**config.mk**
```make
export PLATFORM = sky130hd
export DESIGN_NAME = hazard_fwd_unit
export DESIGN_NICKNAME = d
export VERILOG_FILES = /design/src/rtl/hazard_fwd_unit.sv
export SDC_FILE = /design/constraint.sdc
export NUM_CORES = 1
export LEC_CHECK = 0
export BUFFER_PORTS_ARGS = -buffer_cell sky130_fd_sc_hd__buf_2
export CAP_MARGIN = 20
export CORE_AREA = 2 2 95 97
export CTS_CLUSTER_DIAMETER = 200
export DETAILED_ROUTE_END_ITERATION = 10
export DIE_AREA = 0 0 97 99
export HOLD_SLACK_MARGIN = 0.06
export PLACE_DENSITY = 0.66
export SYNTH_ARGS = -nofsm -noshare
export SYNTH_HDL_FRONTEND = slang
export SYNTH_SLANG_ARGS = --single-unit
export TNS_END_PERCENT = 5
```
**constraint.sdc**
```tcl
create_clock -name clk -period 2.29 [get_ports clk]
set_input_delay 0.5725 -clock clk [delete_from_list [all_inputs] [get_ports clk]]
set_output_delay 0.5725 -clock clk [all_outputs]
set_load 0.03 [all_outputs]
```
**src/rtl/hazard_fwd_unit.sv**
```systemverilog
// Execute-stage operand forwarding, decode load-use detection and bubble FSM.
// Define FWD_WB_HOLD_EN to add the held-writeback (X) stage and allow LOAD_LAT=2.
module hazard_fwd_unit #(
  parameter int XLEN     = 32,
  parameter int NREG     = 32,
  parameter int NSRC     = 2,
  parameter int LOAD_LAT = 1,
  localparam int AW      = $clog2(NREG)
) (
  input  logic                 clk,
  input  logic                 rst_n,
  input  logic [NSRC*AW-1:0]   rsD,
  input  logic                 validD,
  input  logic                 flushD,
  input  logic [NSRC*AW-1:0]   rsE,
  input  logic [NSRC*XLEN-1:0] sourceE,
  input  logic [AW-1:0]        rdE,
  input  logic                 reg_writeE,
  input  logic [2:0]           mem_loadE,
  input  logic [AW-1:0]        rdM,
  input  logic [XLEN-1:0]      resultM,
  input  logic                 reg_writeM,
  input  logic [2:0]           mem_loadM,
  input  logic [AW-1:0]        rdW,
  input  logic [XLEN-1:0]      distW,
  input  logic                 reg_writeW,
  output logic [NSRC*XLEN-1:0] reg_dataE,
  output logic                 stallF,
  output logic                 stallD,
  output logic                 flushE
);

  typedef enum logic {IDLE, STALL} stateT;

  localparam logic [1:0] CNT_INIT = 2'(LOAD_LAT > 1 ? LOAD_LAT - 2 : 0);

  stateT       stateQ, stateD;
  logic [1:0]  cntQ, cntD;
  logic        rsMatch, haz, stallReq;
  logic [AW-1:0] rsCur;

`ifdef FWD_WB_HOLD_EN
  if (LOAD_LAT < 1 || LOAD_LAT > 2) begin : gBadLat
    $error("hazard_fwd_unit: LOAD_LAT must be 1 or 2");
  end

  logic            validX;
  logic [AW-1:0]   rdX;
  logic [XLEN-1:0] distX;

  // X keeps last cycle's writeback visible; deliberately not stall-gated.
  always_ff @(posedge clk or negedge rst_n) begin
    if (!rst_n) begin
      validX <= 1'b0;
      rdX    <= '0;
      distX  <= '0;
    end else begin
      validX <= reg_writeW && (rdW != '0);
      rdX    <= rdW;
      distX  <= distW;
    end
  end
`else
  if (LOAD_LAT != 1) begin : gBadLat
    $error("hazard_fwd_unit: LOAD_LAT must be 1 without FWD_WB_HOLD_EN");
  end
`endif

  always_comb begin
    reg_dataE = '0;
    rsCur     = '0;
    for (int unsigned i = 0; i < NSRC; i++) begin
      rsCur = rsE[i*AW +: AW];
      if (rsCur != '0 && rsCur == rdM && reg_writeM && mem_loadM == 3'b000)
        reg_dataE[i*XLEN +: XLEN] = resultM;
      else if (rsCur != '0 && rsCur == rdW && reg_writeW)
        reg_dataE[i*XLEN +: XLEN] = distW;
`ifdef FWD_WB_HOLD_EN
      else if (rsCur != '0 && rsCur == rdX && validX)
        reg_dataE[i*XLEN +: XLEN] = distX;
`endif
      else
        reg_dataE[i*XLEN +: XLEN] = sourceE[i*XLEN +: XLEN];
    end
  end

  always_comb begin
    rsMatch = 1'b0;
    for (int unsigned i = 0; i < NSRC; i++) begin
      if (rsD[i*AW +: AW] != '0 && rsD[i*AW +: AW] == rdE) rsMatch = 1'b1;
    end
  end

  assign haz = validD && reg_writeE && (mem_loadE != 3'b000) && (rdE != '0) && rsMatch;

  always_ff @(posedge clk or negedge rst_n) begin
    if (!rst_n) begin
      stateQ <= IDLE;
      cntQ   <= '0;
    end else begin
      stateQ <= stateD;
      cntQ   <= cntD;
    end
  end

  // The first bubble is issued from IDLE; STALL only covers bubbles beyond it.
  always_comb begin
    stateD   = stateQ;
    cntD     = cntQ;
    stallReq = 1'b0;
    case (stateQ)
      IDLE: begin
        if (haz && !flushD) begin
          stallReq = 1'b1;
          if (LOAD_LAT > 1) begin
            cntD   = CNT_INIT;
            stateD = STALL;
          end
        end
      end
      STALL: begin
        stallReq = !flushD;
        if (flushD || cntQ == '0) stateD = IDLE;
        else                      cntD   = cntQ - 2'd1;
      end
      default: stateD = IDLE;
    endcase
  end

  // Reset also masks the Mealy stall path while rst_n is low.
  assign stallF = rst_n && stallReq;
  assign stallD = rst_n && stallReq;
  assign flushE = rst_n && stallReq;

endmodule

```
-- Word-level counts from Yosys, hierarchy flattened
Cells that the tools add are included.
- add/sub/neg operators: 1
- reduce and logical (&&, ||, !) cells: 29
- eq/ne operators: 6
- multiplexer cells: 10
- bitwise logic cells: 2
- operators with widths (operator ; number):
    2-to-1 mux 32 bit ; 4
    == test 5 bit ; 6
    nonzero test 5 bit ; 5
    logical AND 1 bit ; 18
    2-to-1 mux 1 bit ; 5
    logical NOT 3 bit ; 1
    nonzero test 3 bit ; 1
    logical NOT 2 bit ; 1
    NOT 1 bit ; 2
    case mux 1 bit (2 select lines) ; 1
    AND reduction 2 bit ; 1
    subtractor 2 x 1 -> 2 bit, second input constant ; 1
    logical NOT 1 bit ; 1
    logical OR 1 bit ; 1
- flip-flop bits (word level): 3
- logic and storage cells: 50

-- Depth between registers and ports, before layout
Gate-level depths: netlist of run 1.
- word-level depth: 9
- mapped depth: 6

-- Least setup slack after synthesis of run 1
Ideal clock, no wire load.
- path kind: input -> output
- start point: in rdE[2]
- end point: out stallD
- arrival: 2.590 ns
- stages on the path: 5
- buffers on the path: 1
- setup slack: -0.872 ns
- required time: 1.717 ns
- cells stage by stage: xor2_1 nor4_1 a22oi_1 o41ai_1 buf_4
- cells in the longest elaborated chain, start to end: 9
- ends and longest elaborated chain (item ; RTL line ; source):
    from (decl) ; 17 ; input logic [AW-1:0] rdE,
    == test 5 bit ; 90 ; if (rsD[i*AW +: AW] != '0 && rsD[i*AW +: AW] == rdE) rsMatch = 1'b1;
    logical AND 1 bit ; 90 ;
    2-to-1 mux 1 bit (2 in a row) ; 90 ;
    logical AND 1 bit (*) ; 94 ; assign haz = validD && reg_writeE && (mem_loadE != 3'b000) && (rdE != '0) && rsMatch;
    logical AND 1 bit (*) ; 113 ; if (haz && !flushD) begin
    2-to-1 mux 1 bit (*) ; 113 ;
    case mux 1 bit (2 select lines) (*) ; 111 ; case (stateQ)
    logical AND 1 bit (*) ; -- ;
    to (decl) ; 29 ; output logic stallD,
Mark *: on every way between the ends. The rest lies on a longest branch, timed or not.

-- Final worst setup path of run 1
- start point: in rsE[1]
- end point: out reg_dataE[22]
- cells in the longest elaborated chain, start to end: 5
- ends and longest elaborated chain (item ; RTL line ; source):
    from (decl) ; 15 ; input logic [NSRC*AW-1:0] rsE,
    == test 5 bit (tied with other cells) ; 76 ; else if (rsCur != '0 && rsCur == rdW && reg_writeW)
    logical AND 1 bit, on equally long branches (2 in a row) ; 76, 74 ;
    2-to-1 mux 32 bit or logical AND 1 bit (tied branches) ; 76, 74 ;
    2-to-1 mux 32 bit (*) ; 74 ; if (rsCur != '0 && rsCur == rdM && reg_writeM && mem_loadM == 3'b000)
    to (decl) ; 27 ; output logic [NSRC*XLEN-1:0] reg_dataE,
Marked as above.

==> impl_metrics.env, run 1 <==
export IMPL_slowest_delay_ns=0.57
export IMPL_ant_nets=0
export IMPL_layout_setup_ws_ns=-0.509
export IMPL_crit_buf_inv=4
export IMPL_synth_seq_cells=3
export IMPL_synth_nets=550
export IMPL_fin_setup_tns_ns=-30.03
export IMPL_status="finished, violations left"
export IMPL_clock_sinks=3
export IMPL_start_util_pct=26.2
export IMPL_syn_inst=373
export IMPL_grt_max_degree=33
export IMPL_vias=4291
export IMPL_yosysWarnings=0
export IMPL_combPwrFrac_pct=84.4
export IMPL_synth_simple_gate_area_share_pct=37.6
export IMPL_maxCapViolations=0
export IMPL_crit_fanout=5
export IMPL_cts_max_level=1
export IMPL_fmax_mhz=357
export IMPL_cts_buffer_depth=2
export IMPL_nFillCells=775
export IMPL_die_x_um=97
export IMPL_cp_start_kind="input port"
export IMPL_root_buffer="clkbuf_8"
export IMPL_drc_errors=0
export IMPL_overflow=0
export IMPL_wirelength_met1_um=5090
export IMPL_finalCritPeriodShare_pct=122
export IMPL_synth_area_top_cells="a31oi_1 18%, nor3_1 15%, nand3_1 14%"
export IMPL_drt_iter0_markers=241
export IMPL_p_leak_nw=2.01
export IMPL_synth_xor_area_share_pct=11.3
export IMPL_drive_gt1_share_pct=64.7
export IMPL_finalClockSkew_ns=0.00319
export IMPL_yosysTopAreaCell="a31oi_1"
export IMPL_clkTransAtPathRegs_ns=0.03
export IMPL_fin_total_pwr_mw=1.35
export IMPL_violations="negative setup slack"
export IMPL_pwr_share_seq_pct=4.0
export IMPL_p_per_area_nw_per_um2=258
export IMPL_startpoint="rsE[1]"
export IMPL_syn_cell_area_um2=2240
export IMPL_slew_viol_final=0
export IMPL_avgViaCountPerCell=5.89
export IMPL_first_pass_iters=6
export IMPL_finalHoldViolCount=0
export IMPL_fin_cells=728
export IMPL_antenna_found_initial=2
export IMPL_synth_top_area_share_pct=17.9
export IMPL_end_kind="output port"
export IMPL_cp_top_family="buffers and inverters"
export IMPL_io_pins=243
export IMPL_grt_pass1_wl_um=21300
export IMPL_p_sw_share_pct=48.8
export IMPL_layout_commonest_cell="buf_2"
export IMPL_max_slew_margin_pct=67.5
export IMPL_cp_arrival_ns=2.23
export IMPL_hold_class="in -> async"
export IMPL_ir_worst_vdd_v=0.000220
export IMPL_portBuffers=242
export IMPL_die_h_um=99
export IMPL_ys_seq_area_share_pct=3.35
export IMPL_period_needed_ns=2.80
export IMPL_dp_hpwl_um=10200
export IMPL_synth_compound_area_share_pct=36.5
export IMPL_grt_pass1_vias=4246
export IMPL_cp_slowest_cell="or4_4"
export IMPL_met3_length_um=1280
export IMPL_critPathRequiredTime_ns=1.72
export IMPL_setup_viol=67
export IMPL_dp_cells=718
export IMPL_ys_types=33
export IMPL_place_congestion=0.899
export IMPL_dr_wl_met2_um=7410
export IMPL_rows=34
export IMPL_wl_per_cell_um=19.4
export IMPL_grt_usage_pct=27.1
export IMPL_hold_ws_ns=0.158
export IMPL_p_int_mw=0.690
export IMPL_critical_path_cell_chain="buf_8 -> or4_4 -> o211ai_4 -> buf_12 -> clkbuf_16 -> o21ai_2 -> a31oi_4 -> buf_6"
export IMPL_clkPwrFrac_pct=11.6
export IMPL_cts_tree="yes"
export IMPL_synthToLayoutAreaGrowth_pct=134
export IMPL_rr_startpoint="cntQ[0]$_DFFE_PN0P_"
export IMPL_layout_nets=796
export IMPL_topRoutingLayerUsed="met4"
export IMPL_core_um2=8550
export IMPL_synth_top_family_by_area="simple AND/OR/NAND/NOR gates"
export IMPL_yosys_mux_area_fraction_pct=0.447
export IMPL_final_cell_mix="173 x buf_2, 66 x buf_6, 65 x nor3_1"
export IMPL_cts_buffers=3
export IMPL_worstSkewPairLatency_ns=0.22
export IMPL_setup_worst_path_class="in -> out"
export IMPL_synth_adder_area_share_pct=0.559
export IMPL_die_area_um2=9600
export IMPL_syn_area_per_cell_um2=6.00
export IMPL_p_sw_mw=0.657
export IMPL_rsz0062_at_grt="true"
export IMPL_post_place_ws_ns=-0.609
export IMPL_routed_wl_um=14100
export IMPL_tightest_slew_ns=0.486
==> logic make-up (layout without fill, tap and decap cells) <==
| logic type | after synthesis | in the layout |
|---|---|---|
| adder cells (fa/ha/maj) | 1 | 1 |
| AO/OA/AOI/OAI | 138 | 138 |
| multiplexers | 1 | 1 |
| XOR/XNOR | 29 | 29 |
| other | 0 | 2 |
| AND/OR/NAND/NOR | 153 | 153 |
| buffers and inverters | 48 | 293 |
| flip-flops | 3 | 3 |
==> through the flow <==
| step | utilization (%) | area [um2] |
|---|---|---|
| floorplan | - | 2960 |
| global placement | 52.8 | 4510 |
| detailed placement | 52.8 | 4510 |
| CTS | 59.3 | 5070 |
| global route | 61.1 | 5230 |
| finish | 61.2 | 5230 |
==> cells in the mapped netlist (all sizes together) <==
cell	count
o21ai	66
nor3	65
a31oi	64
nand3	64
clkbuf	30
buf	16
xnor2	15
xor2	14
nor4	4
o211ai	4
or2	4
dfrtp	3
nor4b	3
or4	3
inv	2
nand2	2
nand4	2
o211a	2
or4b	2
a22oi	1
ha	1
mux2i	1
nand3b	1
nand4b	1
nor2	1
nor3b	1
o41ai	1
==> sequential cells by signal, indices dropped and copies added (netlist names) <==
signal	flops
cntQ	2
stateQ	1
==> path summary, 6_finish.rpt <==
path                                            end  slack [ns]  cells past startpoint
worst max-delay path                  reg_dataE[22]       -0.51                      8
worst min-delay path            cntQ[1]$_DFFE_PN0P_        0.16                      1
max in group asynchronous       cntQ[0]$_DFFE_PN0P_        2.00                      1
worst min register to register  cntQ[1]$_DFFE_PN0P_        0.52                      2
worst max register to register  cntQ[1]$_DFFE_PN0P_        1.01                      4
min in group clk                cntQ[1]$_DFFE_PN0P_        0.52                      2
==> power groups by stage <==
stage,clock network [mW],registers (mW),logic (mW)
after global placement,0,0.0540,0.925
after floorplan,0,0.0540,0.520
after detailed placement,0,0.0540,0.939
after CTS,0.156,0.0534,1.09
final,0.156,0.0534,1.14
after global routing,0.158,0.0534,1.19
==> repair_timing <==
item / CTS / global route
resized for setup: 151 / 38
hold buffers: 0 / 0
endpoints found under the setup margin: 67 / 67
buffers inserted: 2 / 0
pin swaps: 10 / 24
gates cloned: 1 / 2
==> metal layers <==
layer	vias up	GRT usage (%)
li1	1955	-
met1	1993	30.1
met2	303	52.1
met3	40	4.96
met4	0	8.45
met5	-	0
==> worst reg2reg max path, delay by kind of cell (launching register included) <==
kind | cells | cell delay (ns)
adders and majority gates | 1 | 0.19
buffers and inverters | 1 | 0.06
DFF | 1 | 0.31
muxes | 1 | 0.23
and+or+nand+nor | 1 | 0.42
==> layout make-up <==
type                       instances  area, um2  area share, %
timing repair buffer             287       2170           41.5
clock buffer                       4       45.0          0.861
tap                              108        135           2.58
inverter                           2       7.51          0.144
antenna                            2       5.00         0.0957
sequential                         3       75.1           1.44
multi-input combinational        322       2790           53.4
(Power assumes the default switching activity.)
==> run 2, diff against run 1 <==
Settings changed: GPL_TIMING_DRIVEN set to 0.
==> run 2 against run 1 <==
  * The flow still finishes with violations (negative setup slack)
  * Combinational power is 4% higher
  * Register-to-register slack lost 0.05 ns
  * Final area is 11% higher
  * Wire length increased by 2.8%
  * First-iteration DRC count decreased by 7.9%
  * Critical path depth shrank 1
  * Hold slack better by 0.0074 ns
  * Core utilization increased by 6.4 points
  * Clock-buffer cell count unchanged
  * Critical path type unchanged
  * Largest cell class unchanged
  * Largest power group unchanged
  * Highest routed layer unchanged
==> impl_metrics.env, run 2 (synthesis gave the netlist of run 1 again) <==
export IMPL_grt_pass1_vias=4383
export IMPL_core_um2=8550
export IMPL_vias=4335
export IMPL_end_kind="output port"
export IMPL_root_buffer="clkbuf_8"
export IMPL_crit_fanout=10
export IMPL_first_pass_iters=4
export IMPL_hold_ws_ns=0.166
export IMPL_dp_cells=723
export IMPL_nFillCells=710
export IMPL_fin_cells=756
export IMPL_cp_arrival_ns=2.24
export IMPL_grt_max_degree=11
export IMPL_p_leak_nw=2.22
export IMPL_clkTransAtPathRegs_ns=0.03
export IMPL_rsz0062_at_grt="true"
export IMPL_largest_reg_flops=2
export IMPL_hold_class="in -> async"
export IMPL_rr_endpoint="cntQ[1]$_DFFE_PN0P_"
export IMPL_top_regs="cntQ: 2 flops, stateQ: 1 flops"
export IMPL_io_pins=243
export IMPL_use_met1_pct=31.6
export IMPL_finalHoldViolCount=0
export IMPL_setup_worst_path_class="in -> out"
export IMPL_dp_hpwl_um=10900
export IMPL_ir_worst_vdd_v=0.000165
export IMPL_ctsHoldBuffers=0
export IMPL_layout_nets=824
export IMPL_rows=34
export IMPL_crit_top_cell="buf_2"
export IMPL_fin_setup_tns_ns=-32.18
export IMPL_wl_per_cell_um=19.2
export IMPL_setup_viol=67
export IMPL_place_congestion=0.939
export IMPL_rr_startpoint="cntQ[0]$_DFFE_PN0P_"
export IMPL_cp_start_kind="input port"
export IMPL_critPathRequiredTime_ns=1.72
export IMPL_finalCritPeriodShare_pct=123
export IMPL_cts_buffers=3
export IMPL_tightest_slew_ns=0.514
export IMPL_final_cell_area_um2=5780
export IMPL_top_usage_layer="met2"
export IMPL_grt_pass1_wl_um=22200
export IMPL_max_slew_margin_pct=65.7
export IMPL_start_util_pct=26.2
export IMPL_final_util_pct=67.6
export IMPL_drive_gt1_share_pct=73.1
export IMPL_cts_buffer_depth=2
export IMPL_die_h_um=99
export IMPL_overflow=0
export IMPL_avgViaCountPerCell=5.73
export IMPL_period_needed_ns=2.82
export IMPL_drc_errors=0
export IMPL_cp_slowest_cell="or4_4"
export IMPL_dpl_cell_area_um2=4310
export IMPL_use_met2_pct=52.6
export IMPL_finalClockSkew_ns=0.00221
export IMPL_cts_tree="yes"
export IMPL_ant_nets=0
export IMPL_grtUsageMet3_pct=5.60
export IMPL_grt_usage_pct=27.8
export IMPL_r2r_cells=4
export IMPL_portBuffers=242
export IMPL_drt_iter0_markers=222
export IMPL_p_per_area_nw_per_um2=241
export IMPL_final_cell_mix="174 x buf_2, 70 x buf_6, 64 x nand3_1"
export IMPL_die_area_um2=9600
export IMPL_slew_viol_final=0
export IMPL_slowest_delay_ns=0.57
export IMPL_layout_setup_ws_ns=-0.526
export IMPL_synthToLayoutAreaGrowth_pct=158
export IMPL_largest_register="cntQ"
export IMPL_clock_sinks=3
export IMPL_antenna_found_initial=2
export IMPL_maxCapViolations=0
export IMPL_critical_path_cell_chain="buf_6 -> or4_4 -> o211ai_4 -> buf_2 -> nor3_1 -> a31oi_2 -> buf_2"
export IMPL_die_x_um=97
export IMPL_regToRegSetupSlack_ns=0.96
export IMPL_routed_wl_um=14500
export IMPL_layout_commonest_cell="buf_2"
export IMPL_status="finished, violations left"
export IMPL_violations="negative setup slack"
export IMPL_worstSkewPairLatency_ns=0.21
export IMPL_fmax_mhz=355
export IMPL_cts_max_level=1
==> run 2: cell count changes in the layout (fill, tap and decap cells not counted), sizes merged <==
cell and delta:
buf +3, clkbuf +25
==> run 2: report_power, final <==
group          internal (mW)  leakage (nW)  switching [mW]
clock network          0.119        0.0228          0.0350
logic                  0.536          2.16           0.648
registers             0.0534        0.0315               0
==> run 2: per-stage QoR <==
step,power (mW),setup WS (ns)
floorplan,0.574,-0.312
global placement,0.917,-0.889
detailed placement,0.926,-0.919
CTS,1.30,-0.586
global route,1.46,-0.574
finish,1.39,-0.526
==> run 2: cell type report <==
cell class	instances	area, um2	share of cell area [%]
inverter	2	7.51	0.130
sequential	3	75.1	1.30
tap	108	135	2.34
buffer	45	432	7.47
timing repair buffer	270	1990	34.4
clock buffer	4	45.0	0.779
antenna	2	5.00	0.0866
multi-input combinational	322	3090	53.5
==> run 2: repair_timing <==
| item | in CTS | in global routing |
|---|---|---|
| setup buffers | 19 | 2 |
| cloned | 6 | 2 |
| gates resized for setup | 213 | 138 |
| pin swaps | 18 | 16 |
| endpoints found under the setup margin | 67 | 67 |
==> run 2: how the worst max path moves through the flow <==
stage / to / depth (start not counted) / startpoint / slack (ns)
floorplan: reg_dataE[39] / 5 / rsE[6] / -0.31
global placement: reg_dataE[20] / 7 / rdW[4] / -0.89
detailed placement: reg_dataE[20] / 7 / rdW[4] / -0.92
CTS: reg_dataE[46] / 9 / rsE[8] / -0.59
global route: reg_dataE[34] / 8 / rsE[9] / -0.57
finish: reg_dataE[57] / 7 / rsE[9] / -0.53
==> run 2: worst max-delay path: cells and delay by family <==
kind                   cells  cell delay (ns)
and+or+nand+nor            2             0.66
buffers and inverters      3             0.60
AOI/OAI and AO/OA          2             0.40
==> run 2: routing by layer <==
metal	up-vias	routed length (um)	share of wire (%)
li1	2018	-	-
met1	2041	5380	37
met2	247	7610	52
met3	29	1170	8.0
met4	0	355	2.4
met5	-	0	0
